File: src/rtl/instr_fetch_unit_if.sv
// Fetch-side bundle: instruction-memory request/response, redirect input and decoder-facing output.
// master is the fetch unit's view; slave is the memory/decoder/branch-resolution side.
interface instr_fetch_unit_if;
    logic        imem_req_valid;
    logic        imem_req_ready;
    logic [31:0] imem_req_addr;
    logic        imem_rsp_valid;
    logic [31:0] imem_rsp_data;
    logic        redirect_valid;
    logic [31:0] redirect_pc;
    logic        inst_valid;
    logic        inst_ready;
    logic [31:0] inst_data;
    logic [31:0] inst_pc;

    modport master (
        output imem_req_valid, imem_req_addr, inst_valid, inst_data, inst_pc,
        input  imem_req_ready, imem_rsp_valid, imem_rsp_data, redirect_valid, redirect_pc, inst_ready
    );

    modport slave (
        input  imem_req_valid, imem_req_addr, inst_valid, inst_data, inst_pc,
        output imem_req_ready, imem_rsp_valid, imem_rsp_data, redirect_valid, redirect_pc, inst_ready
    );
endinterface

File: src/rtl/instr_fetch_unit.sv
// PC owner and instruction prefetch buffer feeding the control decoder.
// Optional macro IFU_BYPASS_EN forwards a response straight to the outputs when the buffer is empty.
module instr_fetch_unit #(
    parameter logic [31:0] RESET_PC   = 32'h0000_0000,
    parameter int          FIFO_DEPTH = 2,
    parameter logic [31:0] NOP_WORD   = 32'h0000_0013
) (
    input  logic               clk,
    input  logic               rst,
    instr_fetch_unit_if.master bus
);
    localparam int            CW        = $clog2(FIFO_DEPTH + 1);
    localparam int            PW        = $clog2(FIFO_DEPTH);
    localparam logic [CW:0]   DEPTH_SUM = (CW + 1)'(FIFO_DEPTH);
    localparam logic [PW-1:0] LAST_IDX  = PW'(FIFO_DEPTH - 1);
    localparam logic [31:0]   PC_MASK   = 32'hFFFF_FFFC;

    logic [31:0]   pc;
    logic [CW-1:0] outstanding;
    logic [CW-1:0] outstanding_next;
    logic [CW-1:0] drop_cnt;
    logic [CW-1:0] fifo_count;
    logic [PW-1:0] fifo_rd;
    logic [PW-1:0] fifo_wr;
    logic [31:0]   fifo_data [FIFO_DEPTH];
    logic [31:0]   fifo_pc   [FIFO_DEPTH];
    logic [PW-1:0] pcq_rd;
    logic [PW-1:0] pcq_wr;
    logic [31:0]   pcq_addr  [FIFO_DEPTH];

    logic req_fire;
    logic rsp_drop;
    logic rsp_keep;
    logic fifo_valid;
    logic fifo_push;
    logic fifo_pop;

    function automatic logic [PW-1:0] ptr_inc(input logic [PW-1:0] p);
        return (p == LAST_IDX) ? '0 : p + PW'(1);
    endfunction

    // Credit counts both in-flight and buffered words so a returning response always has a slot.
    assign bus.imem_req_valid = !rst && (({1'b0, outstanding} + {1'b0, fifo_count}) < DEPTH_SUM);
    assign bus.imem_req_addr  = pc;

    assign req_fire   = bus.imem_req_valid && bus.imem_req_ready;
    assign rsp_drop   = bus.imem_rsp_valid && (drop_cnt != '0);
    assign rsp_keep   = !rst && bus.imem_rsp_valid && (drop_cnt == '0) && !bus.redirect_valid;
    assign fifo_valid = (fifo_count != '0);
    assign fifo_pop   = fifo_valid && bus.inst_ready;

    always_comb begin
        outstanding_next = outstanding + CW'(req_fire) - CW'(bus.imem_rsp_valid);
    end

`ifdef IFU_BYPASS_EN
    logic bypass_hit;

    assign bypass_hit     = rsp_keep && !fifo_valid;
    assign fifo_push      = rsp_keep && !(bypass_hit && bus.inst_ready);
    assign bus.inst_valid = fifo_valid || bypass_hit;
    assign bus.inst_data  = fifo_valid ? fifo_data[fifo_rd] :
                            (bypass_hit ? bus.imem_rsp_data : NOP_WORD);
    assign bus.inst_pc    = fifo_valid ? fifo_pc[fifo_rd] :
                            (bypass_hit ? pcq_addr[pcq_rd] : 32'd0);
`else
    assign fifo_push      = rsp_keep;
    assign bus.inst_valid = fifo_valid;
    assign bus.inst_data  = fifo_valid ? fifo_data[fifo_rd] : NOP_WORD;
    assign bus.inst_pc    = fifo_valid ? fifo_pc[fifo_rd] : 32'd0;
`endif

    // Redirect wins over normal PC/FIFO updates; every fetch still in flight afterwards is stale.
    always_ff @(posedge clk) begin
        if (rst) begin
            pc          <= RESET_PC & PC_MASK;
            outstanding <= '0;
            drop_cnt    <= '0;
            fifo_count  <= '0;
            fifo_rd     <= '0;
            fifo_wr     <= '0;
            pcq_rd      <= '0;
            pcq_wr      <= '0;
        end else begin
            outstanding <= outstanding_next;
            if (req_fire) begin
                pcq_wr <= ptr_inc(pcq_wr);
            end
            if (bus.imem_rsp_valid) begin
                pcq_rd <= ptr_inc(pcq_rd);
            end
            if (bus.redirect_valid) begin
                pc         <= bus.redirect_pc & PC_MASK;
                drop_cnt   <= outstanding_next;
                fifo_count <= '0;
                fifo_rd    <= '0;
                fifo_wr    <= '0;
            end else begin
                if (req_fire) begin
                    pc <= pc + 32'd4;
                end
                if (rsp_drop) begin
                    drop_cnt <= drop_cnt - CW'(1);
                end
                if (fifo_push) begin
                    fifo_wr <= ptr_inc(fifo_wr);
                end
                if (fifo_pop) begin
                    fifo_rd <= ptr_inc(fifo_rd);
                end
                fifo_count <= fifo_count + CW'(fifo_push) - CW'(fifo_pop);
            end
        end
    end

    always_ff @(posedge clk) begin
        if (req_fire) begin
            pcq_addr[pcq_wr] <= pc;
        end
        if (fifo_push) begin
            fifo_data[fifo_wr] <= bus.imem_rsp_data;
            fifo_pc[fifo_wr]   <= pcq_addr[pcq_rd];
        end
    end
endmodule
File: src/flat_wrapper.sv
// flat-port wrapper written by rule: the top's interface ports become plain ports
module instr_fetch_unit_flat 
#(
    parameter logic [31:0] RESET_PC   = 32'h0000_0000,
    parameter int          FIFO_DEPTH = 2,
    parameter logic [31:0] NOP_WORD   = 32'h0000_0013
)
  (clk, rst, bus_imem_req_valid, bus_imem_req_addr, bus_inst_valid, bus_inst_data, bus_inst_pc, bus_imem_req_ready, bus_imem_rsp_valid, bus_imem_rsp_data, bus_redirect_valid, bus_redirect_pc, bus_inst_ready);
  instr_fetch_unit_if bus_i ();
  input  logic clk;
  input  logic rst;
  output wire logic [$bits(bus_i.imem_req_valid)-1:0] bus_imem_req_valid;
  output wire logic [$bits(bus_i.imem_req_addr)-1:0] bus_imem_req_addr;
  output wire logic [$bits(bus_i.inst_valid)-1:0] bus_inst_valid;
  output wire logic [$bits(bus_i.inst_data)-1:0] bus_inst_data;
  output wire logic [$bits(bus_i.inst_pc)-1:0] bus_inst_pc;
  input wire logic [$bits(bus_i.imem_req_ready)-1:0] bus_imem_req_ready;
  input wire logic [$bits(bus_i.imem_rsp_valid)-1:0] bus_imem_rsp_valid;
  input wire logic [$bits(bus_i.imem_rsp_data)-1:0] bus_imem_rsp_data;
  input wire logic [$bits(bus_i.redirect_valid)-1:0] bus_redirect_valid;
  input wire logic [$bits(bus_i.redirect_pc)-1:0] bus_redirect_pc;
  input wire logic [$bits(bus_i.inst_ready)-1:0] bus_inst_ready;
  assign bus_imem_req_valid = bus_i.imem_req_valid;
  assign bus_imem_req_addr = bus_i.imem_req_addr;
  assign bus_inst_valid = bus_i.inst_valid;
  assign bus_inst_data = bus_i.inst_data;
  assign bus_inst_pc = bus_i.inst_pc;
  assign bus_i.imem_req_ready = bus_imem_req_ready;
  assign bus_i.imem_rsp_valid = bus_imem_rsp_valid;
  assign bus_i.imem_rsp_data = bus_imem_rsp_data;
  assign bus_i.redirect_valid = bus_redirect_valid;
  assign bus_i.redirect_pc = bus_redirect_pc;
  assign bus_i.inst_ready = bus_inst_ready;
  instr_fetch_unit #(.RESET_PC(RESET_PC), .FIFO_DEPTH(FIFO_DEPTH), .NOP_WORD(NOP_WORD)) u_core (.clk(clk), .rst(rst), .bus(bus_i));
endmodule
File: config.mk
export PLATFORM = sky130hd
export DESIGN_NAME = instr_fetch_unit_flat
export DESIGN_NICKNAME = d
export VERILOG_FILES = /design/src/rtl/instr_fetch_unit_if.sv /design/src/rtl/instr_fetch_unit.sv /design/src/flat_wrapper.sv
export SDC_FILE = /design/constraint.sdc
export NUM_CORES = 1
export LEC_CHECK = 0
export BUFFER_PORTS_ARGS = -buffer_cell sky130_fd_sc_hd__buf_2
export CAP_MARGIN = 30
export CORE_MARGIN = 2
export CORE_UTILIZATION = 51
export DETAILED_ROUTE_END_ITERATION = 7
export HOLD_SLACK_MARGIN = 0.03
export PLACE_DENSITY_LB_ADDON = 0.2
export SYNTH_ARGS = -nofsm -noshare
export SYNTH_HDL_FRONTEND = slang
export SYNTH_SLANG_ARGS = --single-unit
File: constraint.sdc
create_clock -name clk -period 5.9 [get_ports clk]
set_input_delay 0.59 -clock clk [delete_from_list [all_inputs] [get_ports clk]]
set_output_delay 0.59 -clock clk [all_outputs]
set_load 0.05 [all_outputs]
Yosys cells after proc, flatten, opt, wreduce, memory -nomap -nowiden

Memories as Yosys holds them, arrays and structs flattened. A register that Yosys moved wholly into a read port is not among the register bits.
Cells that the tools add are included.

Bits in registers: 42
RAM bits: 192
Input port bits: 70
Output and inout bits: 98
Word-level logic and storage cells: 59
Memories kept: 3

$add $sub $neg: 11
Magnitude comparators: 1
Multiplexer cells: 20
Reduce and logical (&&, ||, !) cells: 15

Memories:

| memory           | words | bits a word | rd ports | clocked after Yosys merged registers in | write ports | RTL line               | text |
|---|---|---|---|---|---|---|---|
| u_core.fifo_data | 2     | 32          | 1        | 1                                       | 1           | instr_fetch_unit.sv:25 | `logic [31:0] fifo_data [FIFO_DEPTH];` |
| u_core.fifo_pc   | 2     | 32          | 1        | 1                                       | 1           | instr_fetch_unit.sv:26 | `logic [31:0] fifo_pc [FIFO_DEPTH];` |
| u_core.pcq_addr  | 2     | 32          | 1        | 1                                       | 1           | instr_fetch_unit.sv:29 | `logic [31:0] pcq_addr [FIFO_DEPTH];` |

Operators with widths:

| kind                                                                         | count |
|---|---|
| 32-bit two-way mux                                                           | 4 |
| 32-bit by 3-bit adder with 32-bit output, second input constant              | 1 |
| 1-bit two-way mux                                                            | 14 |
| 2-bit nonzero test                                                           | 4 |
| 1-bit logical AND                                                            | 7 |
| 1-bit adder, second input constant                                           | 4 |
| 2-bit by 1-bit adder with 2-bit output                                       | 2 |
| 2-bit two-way mux                                                            | 2 |
| 2-bit by 1-bit subtractor with 2-bit output                                  | 2 |
| 2-bit by 2-bit adder with 3-bit output                                       | 1 |
| 3-bit by 2-bit less-than comparator with 1-bit output, second input constant | 1 |
| 1-bit zero test                                                              | 2 |
| 2-bit zero test                                                              | 1 |
| 2-bit OR reduction                                                           | 1 |
| 2-bit by 1-bit subtractor with 2-bit output, second input constant           | 1 |

Depth between registers and ports, before layout

Gate-level depths: netlist (run 1).

Depth after elaboration: 7
Mapped depth: 9
Gate-level depth less buffers: 9

Least setup slack after synthesis (run 1)

No wires, ideal clock.

Path type: input to register
From: input bus_redirect_valid
To: memory u_core.fifo_data[0][0] (enable)
Setup time: 0.490 ns
Arrival time: 3.909 ns
Required time: 5.410 ns
Setup slack: 1.501 ns
Stages: 4
Path buffers: 1
Path through: clkbuf_1 -> nor2_1 -> and3_1 -> nor2b_1

Longest elaborated chain between the ends: 4

Ends and longest elaborated chain:

| element                                 | RTL line                | text |
|---|---|---|
| start: declaration                      | flat_wrapper.sv:20      | `input wire logic [$bits(bus_i.redirect_valid)-1:0] bus_redirect_valid;` |
| 1-bit zero test                         | instr_fetch_unit.sv:48  | `assign rsp_keep = !rst && bus.imem_rsp_valid && (drop_cnt == '0) && !bus.redirect_valid;` |
| 1-bit logical AND                       | instr_fetch_unit.sv:48  |  |
| via u_core.fifo_push                    | instr_fetch_unit.sv:35  | `logic fifo_push;` |
| 1-bit two-way mux                       | instr_fetch_unit.sv:120 | `if (fifo_push) begin` |
| 1-bit two-way mux (not written as such) | instr_fetch_unit.sv:121 | `fifo_data[fifo_wr] <= bus.imem_rsp_data;` |
| end: declaration                        | instr_fetch_unit.sv:25  |  |

The timed path passes the listed nets, and every way through them passes these cells.

Worst setup path in the final report (run 1)

From: register u_core.fifo_count[0]
To: register u_core.pc[25] (netlist: u_core.bus.imem_req_addr[25])

Longest elaborated chain between the ends: 5

Ends and longest elaborated chain:

| element                                               | RTL line                | text |
|---|---|---|
| start: declaration                                    | instr_fetch_unit.sv:22  | `logic [CW-1:0] fifo_count;` |
| start signal: assignment                              | instr_fetch_unit.sv:111 | `fifo_count <= fifo_count + CW'(fifo_push) - CW'(fifo_pop);` |
| 2-bit by 2-bit adder with 3-bit output                | instr_fetch_unit.sv:43  | `assign bus.imem_req_valid = !rst && (({1'b0, outstanding} + {1'b0, fifo_count}) < DEPTH_SUM);` |
| 3-bit by 2-bit less-than comparator with 1-bit output | instr_fetch_unit.sv:43  |  |
| 1-bit logical AND                                     | instr_fetch_unit.sv:43  |  |
| 1-bit logical AND                                     | instr_fetch_unit.sv:46  | `assign req_fire = bus.imem_req_valid && bus.imem_req_ready;` |
| 2-bit nonzero test (no source line)                   | --                      |  |
| end signal: assignment                                | instr_fetch_unit.sv:76  | `pc <= RESET_PC & PC_MASK;` |
| end signal: assignment                                | instr_fetch_unit.sv:93  | `pc <= bus.redirect_pc & PC_MASK;` |
| end signal: assignment                                | instr_fetch_unit.sv:100 | `pc <= pc + 32'd4;` |
| end: declaration                                      | instr_fetch_unit.sv:18  | `logic [31:0] pc;` |

No other way between the ends.
A chain may end at the register's enable or synchronous reset.

==> results of run 1 <==
## registers in the layout, indices dropped and copies added (netlist names), named ones only
name	flops
u_core.fifo_pc	60
u_core.fifo_rd	1
u_core.bus.imem_req_addr	30
u_core.drop_cnt	2
u_core.fifo_count	2
u_core.pcq_addr	60
u_core.fifo_wr	1
u_core.pcq_rd	1
u_core.pcq_wr	1
u_core.fifo_data	64
u_core.outstanding	2
## stage by stage
step / area [sq um] / worst slack (ns) / std cells / utilization, %
floorplan: 9256 / 1.501 / 662 / -
CTS: 11040 / 2.368 / 1062 / 61.69
detailed placement: 10270 / 2.397 / 1021 / 57.36
global route: 11040 / 2.201 / 1062 / 61.69
global placement: 10240 / 2.584 / 1020 / 57.21
finish: 11040 / 2.376 / 1062 / 61.69
## power by group
group          switching (uW)  leakage [uW]  internal [uW]
Sequential               56.3       0.00203           1850
Combinational             296       0.00156            139
Clock                     567      0.000384            877
## area by class of cell
class	count	area [sq um]	area share, %
clock inverters	11	113.9	1.031
well taps	229	286.5	2.594
inverters	14	52.55	0.4758
flip-flops and latches	226	6370	57.68
clock buffers	30	661.9	5.993
repair buffers	169	885.9	8.021
multi-input cells	383	2674	24.21
## cells by family (layout without fill, tap and decap cells)
| kind of cell | after synthesis | after routing |
|---|---|---|
| mux | 92 | 92 |
| fa+ha+maj | 6 | 6 |
| flops | 226 | 226 |
| other cells | 1 | 4 |
| compound gates | 58 | 58 |
| simple gates | 206 | 206 |
| buf+inv | 53 | 224 |
| xor+xnor | 17 | 17 |
## worst min path at each step
stage                     depth (start not counted)  slack [ns]                                 to
after detailed placement                          2        0.51                          flip-flop
after floorplan                                   2        0.48                          flip-flop
after global placement                            2        0.50                          flip-flop
after CTS                                         1        0.26  u_core.fifo_data[0][18]$_DFFE_PP_
after global routing                              1        0.27   u_core.fifo_data[1][3]$_DFFE_PP_
final                                             1        0.28  u_core.fifo_data[0][18]$_DFFE_PP_
## per-layer routing
layer	vias up	GRT usage, %	routed length (um)
met5	-	0	0
li1	2793	-	-
met3	36	3.073	1284
met2	226	33.56	9483
met1	2782	25.63	8103
met4	0	4.891	375
## Yosys cell counts (2+ instances only)
library cell / n / area share [%]
edfxtp_1: 184 / 60
nor2_1: 95 / 3.9
mux2i_1: 62 / 6.7
dfxtp_1: 42 / 9.1
mux2_2: 30 / 3.7
nand2_1: 25 / 1.0
clkbuf_1: 24 / 0.97
inv_1: 14 / 0.57
xnor2_1: 14 / 1.3
a311oi_1: 13 / 1.2
nand3_1: 13 / 0.70
o21ai_0: 10 / 0.54
or3_1: 10 / 0.68
nand4_1: 9 / 0.61
nor4_1: 9 / 0.61
nor3_1: 8 / 0.43
or4_1: 8 / 0.65
buf_1: 7 / 0.28
a211oi_1: 6 / 0.49
and2_1: 6 / 0.41
and3_1: 6 / 0.41
o31ai_1: 6 / 0.49
ha_1: 5 / 0.68
buf_4: 4 / 0.32
buf_6: 3 / 0.37
o31a_1: 3 / 0.28
xor2_1: 3 / 0.28
a21oi_1: 2 / 0.11
a221oi_1: 2 / 0.19
a22oi_1: 2 / 0.16
a31oi_1: 2 / 0.14
and4_1: 2 / 0.19
nor2b_1: 2 / 0.14
nor3b_1: 2 / 0.16
nor4b_1: 2 / 0.19
o211ai_1: 2 / 0.16
o221ai_1: 2 / 0.19
or2_2: 2 / 0.14
or4_4: 2 / 0.24
==> results.json, run 1 <==
{
  "status": "finished, final reports clean",
  "grt_pass1_vias": 5671,
  "synth-compound-area-share_pct": 4.737,
  "core_sq_um": 17900,
  "worst_pin_slew_ns": 0.9017,
  "synthesis.area_sq_um": 9245,
  "min_from": "bus_imem_rsp_data[18]",
  "ys_warn_count": 0,
  "critPathLaunchType": "flip-flop",
  "cts_buffer_depth": 3,
  "p_leak_uw": 0.003973,
  "synth_edf_count": 184,
  "fin_nets": 893,
  "grt_pass1_wl_um": 29700,
  "cts_sinks": 226,
  "dieWidth_um": 138.6,
  "critical-path-top-delay-family": "simple AND/OR/NAND/NOR gates",
  "period_share_pct": 59.73,
  "wire_per_inst_um": 18.12,
  "ir_worst_vdd_mv": 0.1908,
  "crit_arrival_ns": 3.91,
  "slew_headroom_pct": 39.89,
  "antenna_found_initial": 0,
  "hp-class": "primary input to flip-flop",
  "floorplan.die_area_sq_um": 19220,
  "cts_setup_buffers": 0,
  "cts_resized": 0,
  "reg2reg_depth": 7,
  "r2r_setup_slack_ns": 2.38,
  "critPathKind": "flip-flop to flip-flop",
  "path_buf_inv": 1,
  "cts_tree": "built",
  "overflow": 0,
  "place.port_buffers": 161,
  "cp.depth": 7,
  "hold_buffers": 0,
  "min_period_ns": 3.524,
  "cts_max_level": 1,
  "final_common_cell": "edfxtp_1",
  "finalSetupViolCount": 0,
  "num_antenna_cells": 0,
  "final.setup_skew_ns": 0.009352,
  "power_uw": 3782,
  "postRouteAntennaNets": 0,
  "hold_viol": 0,
  "drive_gt1_share_pct": 30.25,
  "power_density_nw_per_um2": 342.5,
  "syn2layout_area_growth_pct": 19.46,
  "gp_congestion": 0.8430,
  "vias": 5837,
  "max_cap_viol_count": 0,
  "pin_count": 168,
  "drc": 0,
  "synth_fa_ha_area_share_pct": 0.8932,
  "root_buffer": "clkbuf_16",
  "grt_usage_pct": 19.29,
  "synthCells": 659,
  "rows": 49,
  "synthDistinctLibCells": 55,
  "fillers": 1385,
  "cts-buffers-inserted": 23,
  "end_kind": "flip-flop",
  "grt_setup_unrepaired": "false",
  "crit_path_end": "u_core.bus.imem_req_addr[25]$_SDFFE_PP0P_",
  "ys.flop_type": "edfxtp_1",
  "seq_area_frac_synth_pct": 68.86,
  "hold_ws_ns": 0.2795,
  "yosys-mux-area-fraction_pct": 10.37,
  "clkLatencyLatePin_ns": 0.50,
  "ys_ff_latch": 226,
  "dp_hpwl_um": 12550,
  "drt_iter0_markers": 281,
  "path_max_fanout": 19,
  "path_cells": "inv_1 -> nor2_1 -> fa_1 -> or4b_4 -> or4_4 -> or4_1 -> a311oi_1",
  "fin_setup_tns_ns": 0,
  "yosys.area_share.simple_pct": 10.92,
  "start_util_pct": 51.64,
  "synth_top_family_by_area": "simple AND/OR/NAND/NOR gates",
  "final_cell_mix": "edfxtp_1 (184), buf_2 (161), nor2_1 (92)",
  "slowest_stage": "or4b_4",
  "critPathMaxStageDelay_ns": 0.71,
  "grt_max_degree": 57,
  "fmax_ghz": 0.2838,
  "synth_xor_xnor_area_share_pct": 1.611,
  "dr.pass1.iters": 6,
  "startpoint": "u_core.fifo_count[0]$_SDFF_PP0_",
  "viasPerCell": 5.496,
  "synth.avg_cell_area_sq_um": 14.03,
  "r2r-start": "u_core.fifo_count[0]$_SDFF_PP0_",
  "die_y_um": 138.6,
  "clkTransAtPathRegs_ns": 0.06,
  "required_ns": 6.28,
  "wl_um": 19250,
  "slew_viol_final": 0,
  "synthArstFlopShare_pct": 0,
  "timing.rr.end": "u_core.bus.imem_req_addr[25]$_SDFFE_PP0P_"
}
Note: power is estimated with default switching activity, not from simulation.
==> inputs of run 2 (changes only) <==
==> constraint.sdc (replaced) <==
create_clock -name clk -period 3.52 [get_ports clk]
set_input_delay 0.352 -clock clk [delete_from_list [all_inputs] [get_ports clk]]
set_output_delay 0.352 -clock clk [all_outputs]
set_load 0.05 [all_outputs]
==> run 2 against run 1 <==
  * Clock power is 51% higher
  * Power is 62% higher
  * Cell count is 0.38% higher
  * Combinational power is 70% higher
  * Critical endpoint is now u_core.bus.imem_req_addr[23]$_SDFFE_PP0P_
==> results.json, run 2 (synthesis results as in run 1) <==
{
  "max_cap_viol_count": 0,
  "antenna_found_initial": 0,
  "grt_max_degree": 60,
  "required_ns": 3.91,
  "cts_tree": "built",
  "path_max_fanout": 14,
  "power_density_nw_per_um2": 556.8,
  "wire_per_inst_um": 18.34,
  "floorplan.die_area_sq_um": 19220,
  "period_share_pct": 94.01,
  "dp_hpwl_um": 12970,
  "critPathLaunchType": "flip-flop",
  "drc": 0,
  "cts-buffers-inserted": 23,
  "ir_worst_vdd_mv": 0.3276,
  "drt_iter0_markers": 335,
  "rows": 49,
  "critPathMaxStageDelay_ns": 0.66,
  "gp_congestion": 0.8047,
  "clkTransAtPathRegs_ns": 0.06,
  "regMostFlops": "u_core.fifo_data",
  "cts_setup_buffers": 0,
  "largest_reg_flops": 64,
  "hold_viol": 0,
  "worst_pin_slew_ns": 1.028,
  "final.setup_skew_ns": 0.01174,
  "die_y_um": 138.6,
  "min_period_ns": 3.309,
  "timing.final.ws_setup_ns": 0.2109,
  "dieWidth_um": 138.6,
  "place_ws_ns": 0.2357,
  "wl_um": 19550,
  "core_sq_um": 17900,
  "slowest_stage": "or4_4",
  "slew_headroom_pct": 31.38,
  "cts_buffer_depth": 3,
  "root_buffer": "clkbuf_16",
  "end_kind": "flip-flop",
  "critical-path-top-delay-family": "simple AND/OR/NAND/NOR gates",
  "fmax_ghz": 0.3022,
  "grt_pass1_wl_um": 31590,
  "pin_count": 168,
  "fin_nets": 897,
  "overflow": 0,
  "final_common_cell": "edfxtp_1",
  "final_util_pct": 61.34,
  "path_buf_inv": 1,
  "crit_arrival_ns": 3.70,
  "status": "finished, final reports clean",
  "cts_sinks": 226,
  "dr.pass1.iters": 5,
  "viasPerCell": 5.557,
  "cts_resized": 0,
  "vias": 5924,
  "grt_setup_unrepaired": "false",
  "top_regs": "u_core.fifo_data (64), u_core.fifo_pc (60), u_core.pcq_addr (60)",
  "slew_viol_final": 0,
  "finalSetupViolCount": 0,
  "final_cell_mix": "edfxtp_1 (184), buf_2 (161), nor2_1 (92)",
  "cts_max_level": 1,
  "start_util_pct": 51.64,
  "grt_usage_pct": 20.20,
  "num_antenna_cells": 0,
  "p_leak_uw": 0.003941,
  "path_cells": "inv_1 -> nor2_1 -> fa_1 -> or4b_4 -> or4_4 -> or4_1 -> a311oi_1",
  "syn2layout_area_growth_pct": 18.77,
  "grt_pass1_vias": 5948,
  "hp-class": "primary input to flip-flop",
  "place.port_buffers": 161,
  "clkLatencyLatePin_ns": 0.49,
  "drive_gt1_share_pct": 29.39,
  "postRouteAntennaNets": 0,
  "critPathKind": "flip-flop to flip-flop",
  "fin_setup_tns_ns": 0
}
[run 2: changes by cell type in the layout (fill, tap and decap cells not counted), sizes merged]
cell | previous run | this run
dlygate4sd3 | 0 | 1
clkbuf | 30 | 34
clkinvlp | 2 | 0
buf | 169 | 172
bufinv | 2 | 0
[run 2: repair_timing]
item / 4_1_cts / 5_1_grt
endpoints found under the hold margin: 0 / 2
setup endpoints to repair: 0 / 0
hold buffers: 0 / 1
[run 2: metal layers]
| layer | wire length [um] | vias to the layer above | global-route usage (%) |
|---|---|---|---|
| li1 | - | 2801 | - |
| met4 | 306 | 0 | 4.519 |
| met3 | 1135 | 24 | 3.522 |
| met2 | 9645 | 201 | 34.78 |
| met5 | 0 | - | 0 |
| met1 | 8463 | 2898 | 27.23 |
[run 2: worst paths after layout]
kind | start | to | slack [ns] | cells past startpoint
min | bus_imem_rsp_data[31] | u_core.fifo_data[0][31]$_DFFE_PP_ | 0.05 | 1
max | u_core.fifo_count[0]$_SDFF_PP0_ | u_core.bus.imem_req_addr[23]$_SDFFE_PP0P_ | 0.21 | 7
min reg2reg | u_core.pcq_rd$_SDFFE_PP0P_ | u_core.pcq_rd$_SDFFE_PP0P_ | 0.52 | 2
max reg2reg | u_core.fifo_count[0]$_SDFF_PP0_ | u_core.bus.imem_req_addr[23]$_SDFFE_PP0P_ | 0.21 | 7
[run 2: power by group]
part           switching, uW  internal (uW)  leakage, uW
clock network            933           1250     0.000334
logic                    498            239      0.00158
registers               96.8           3100      0.00203
[run 2: per-stage QoR]
stage	instance area, sq um	hold slack [ns]	instances	power (uW)
6_report	10980	0.04589	1066	6114
5_1_grt	10980	0.03429	1066	6382
4_1_cts	10970	0.03021	1065	6174
3_5_place_dp	10300	0.5056	1024	3987
3_3_place_gp	10300	0.5008	1024	3954
2_1_floorplan	9259	0.4509	662	3762
[run 2: area by class of cell]
cell class | instances | area, sq um
clock buffers | 34 | 636.9
clock inverters | 7 | 37.54
fillers | 1440 | 6922
inverters | 14 | 52.55
multi-input cells | 383 | 2674
flip-flops and latches | 226 | 6370
well taps | 229 | 286.5
repair buffers | 173 | 923.4
[run 2: worst reg2reg max path: stages (launching register included)]
cell and delay (ns):
dfxtp_1 0.37, inv_1 0.08, nor2_1 0.13, fa_1 0.52
or4b_4 0.64, or4_4 0.66, or4_1 0.53, a311oi_1 0.28
==> inputs of run 3 (changes only) <==
--- a/config.mk
+++ b/config.mk
@@ -5,8 +5,9 @@
 export SDC_FILE = /design/constraint.sdc
 export NUM_CORES = 1
 export LEC_CHECK = 0
-export BUFFER_PORTS_ARGS = -buffer_cell sky130_fd_sc_hd__buf_2
+export BUFFER_PORTS_ARGS = -buffer_cell sky130_fd_sc_hd__buf_4
 export CAP_MARGIN = 30
+export CORE_ASPECT_RATIO = 1.2
 export CORE_MARGIN = 2
 export CORE_UTILIZATION = 51
 export DETAILED_ROUTE_END_ITERATION = 7
==> run 3 against run 2 <==
  * Largest power group unchanged
  * First-iteration DRC count grew 23%
  * Utilization grew 5.2 points
  * Sequential power is essentially flat
  * Die area is essentially flat
  * Via count grew 0.88%
  * Register-to-register slack lost 0.04 ns
==> results.json, run 3 (synthesis results as in run 1) <==
{
  "status": "finished, final reports clean",
  "syn2layout_area_growth_pct": 26.93,
  "cts_tree": "built",
  "postRouteAntennaNets": 0,
  "antenna_found_initial": 0,
  "hold_ws_ns": 0.06316,
  "final_common_cell": "edfxtp_1",
  "period_share_pct": 95.08,
  "dp_hpwl_um": 12770,
  "finalSetupViolCount": 0,
  "place_ws_ns": 0.1970,
  "regMostFlops": "u_core.fifo_data",
  "gr-usage-met3_pct": 3.792,
  "grt_usage_pct": 19.86,
  "floorplan.die_area_sq_um": 19230,
  "seq_power_share_pct": 50.0,
  "drive_gt1_share_pct": 28.87,
  "hold_path_end": "u_core.fifo_data[1][20]$_DFFE_PP_",
  "dieWidth_um": 126.9,
  "p_sw_uw": 1551,
  "critical-path-top-delay-family": "simple AND/OR/NAND/NOR gates",
  "root_buffer": "clkbuf_16",
  "gp_congestion": 0.8585,
  "drc": 0,
  "clkLatencyLatePin_ns": 0.50,
  "timing.rr.end": "u_core.bus.imem_req_addr[19]$_SDFFE_PP0P_",
  "finalNonFillerCells": 1086,
  "critPathLaunchType": "flip-flop",
  "cts_resized": 0,
  "ff_latch_area_sq_um": 6370,
  "dr.pass1.iters": 5,
  "grt_setup_unrepaired": "false",
  "multi_input_area_sq_um": 2674,
  "pin_count": 168,
  "internal-power_uw": 4840,
  "hold_viol": 0,
  "top_regs": "u_core.fifo_data (64), u_core.fifo_pc (60), u_core.pcq_addr (60)",
  "grt.met2_usage_pct": 34.81,
  "comb_power_share_pct": 12.7,
  "cts-buffers-inserted": 22,
  "p_clk_share_pct": 37.3,
  "grt_max_degree": 60,
  "met1_usage_pct": 25.58,
  "cts_sinks": 226,
  "placed_cells": 1015,
  "rows": 53,
  "crit_arrival_ns": 3.71,
  "hp-class": "primary input to flip-flop",
  "cts_buffer_depth": 3,
  "path_buf_inv": 1,
  "end_kind": "flip-flop",
  "num_antenna_cells": 0,
  "wl_um": 19370,
  "required_ns": 3.88,
  "final_util_pct": 66.53,
  "swShare_pct": 24.27,
  "final_cell_mix": "edfxtp_1 (184), buf_4 (171), nor2_1 (92)",
  "drt_iter0_markers": 412,
  "worst_pin_slew_ns": 0.8897,
  "critPathKind": "flip-flop to flip-flop",
  "power_density_nw_per_um2": 544.6,
  "wire_per_inst_um": 17.84,
  "min_period_ns": 3.347,
  "max_cap_viol_count": 0,
  "largest_reg_flops": 64,
  "slowest_stage": "or4_4",
  "path_max_fanout": 14,
  "critPathMaxStageDelay_ns": 0.66,
  "slew_viol_final": 0,
  "busiest_layer": "met2",
  "ir_worst_vdd_mv": 0.4265,
  "path_cells": "inv_1 -> nor2_1 -> fa_1 -> or4b_4 -> or4_4 -> or3_1 -> a2111oi_1",
  "min_path_cells": 1,
  "r2r_setup_slack_ns": 0.17,
  "cts_max_level": 1,
  "vias": 5976,
  "clkTransAtPathRegs_ns": 0.06,
  "slew_headroom_pct": 40.62,
  "viasPerCell": 5.503,
  "grt_pass1_wl_um": 30360,
  "grt_pass1_vias": 5904,
  "p_leak_uw": 0.004170,
  "fillers": 1258,
  "overflow": 0,
  "core_sq_um": 17640,
  "cp.depth": 7,
  "final.setup_skew_ns": 0.01279,
  "min_from": "bus_imem_rsp_data[20]",
  "start_util_pct": 52.41,
  "reg2reg_depth": 7,
  "fin_setup_tns_ns": 0,
  "timing.final.ws_setup_ns": 0.1732,
  "fin_nets": 926,
  "place.port_buffers": 161,
  "fmax_ghz": 0.2988,
  "die_y_um": 151.5,
  "r2r-start": "u_core.fifo_count[0]$_SDFF_PP0_"
}
-- run 3: per-stage QoR --
stage | cell area (sq um) | power [uW]
finish | 11740 | 6391
global route | 11740 | 6640
CTS | 11710 | 6443
detailed placement | 10680 | 4032
global placement | 10680 | 4001
floorplan | 9259 | 3762
-- run 3: layer usage --
layer	wire [um]	vias up
met5	0	-
met2	9520	243
met3	1356	23
li1	-	2856
met1	8216	2854
met4	277	0
-- run 3: cell type report --
cell class	count	area share [%]
clock buffers	31	5.512
clock inverters	9	0.8743
inverters	14	0.4478
multi-input cells	383	22.78
flip-flops and latches	226	54.28
well taps	220	2.346
repair buffers	203	13.75
-- run 3: repair_timing --
item | CTS | global route
hold buffers | 28 | 3
buffers inserted | 0 | 0
endpoints found under the setup margin | 0 | 0
hold endpoints to repair | 55 | 6
-- run 3: power by group through the flow --
| stage | clock network [uW] | registers (uW) | logic [uW] |
|---|---|---|---|
| final | 2380 | 3190 | 813 |
| after global routing | 2550 | 3210 | 876 |
| after CTS | 2430 | 3190 | 817 |
| after detailed placement | 0 | 3250 | 783 |
| after global placement | 0 | 3240 | 762 |
| after floorplan | 0 | 3310 | 456 |
-- run 3: worst max-delay path by stage --
stage | start | to | slack (ns)
CTS | u_core.fifo_count[0]$_SDFF_PP0_ | u_core.bus.imem_req_addr[24]$_SDFFE_PP0P_ | 0.18
finish | u_core.fifo_count[0]$_SDFF_PP0_ | u_core.bus.imem_req_addr[19]$_SDFFE_PP0P_ | 0.17
detailed placement | u_core.fifo_count[0]$_SDFF_PP0_ | u_core.bus.imem_req_addr[24]$_SDFFE_PP0P_ | 0.20
floorplan | u_core.fifo_count[0]$_SDFF_PP0_ | u_core.pcq_addr[0][10]$_DFFE_PP_ | -0.01
global placement | u_core.fifo_count[0]$_SDFF_PP0_ | u_core.bus.imem_req_addr[24]$_SDFFE_PP0P_ | 0.33
global route | u_core.fifo_count[0]$_SDFF_PP0_ | u_core.bus.imem_req_addr[19]$_SDFFE_PP0P_ | 0.02
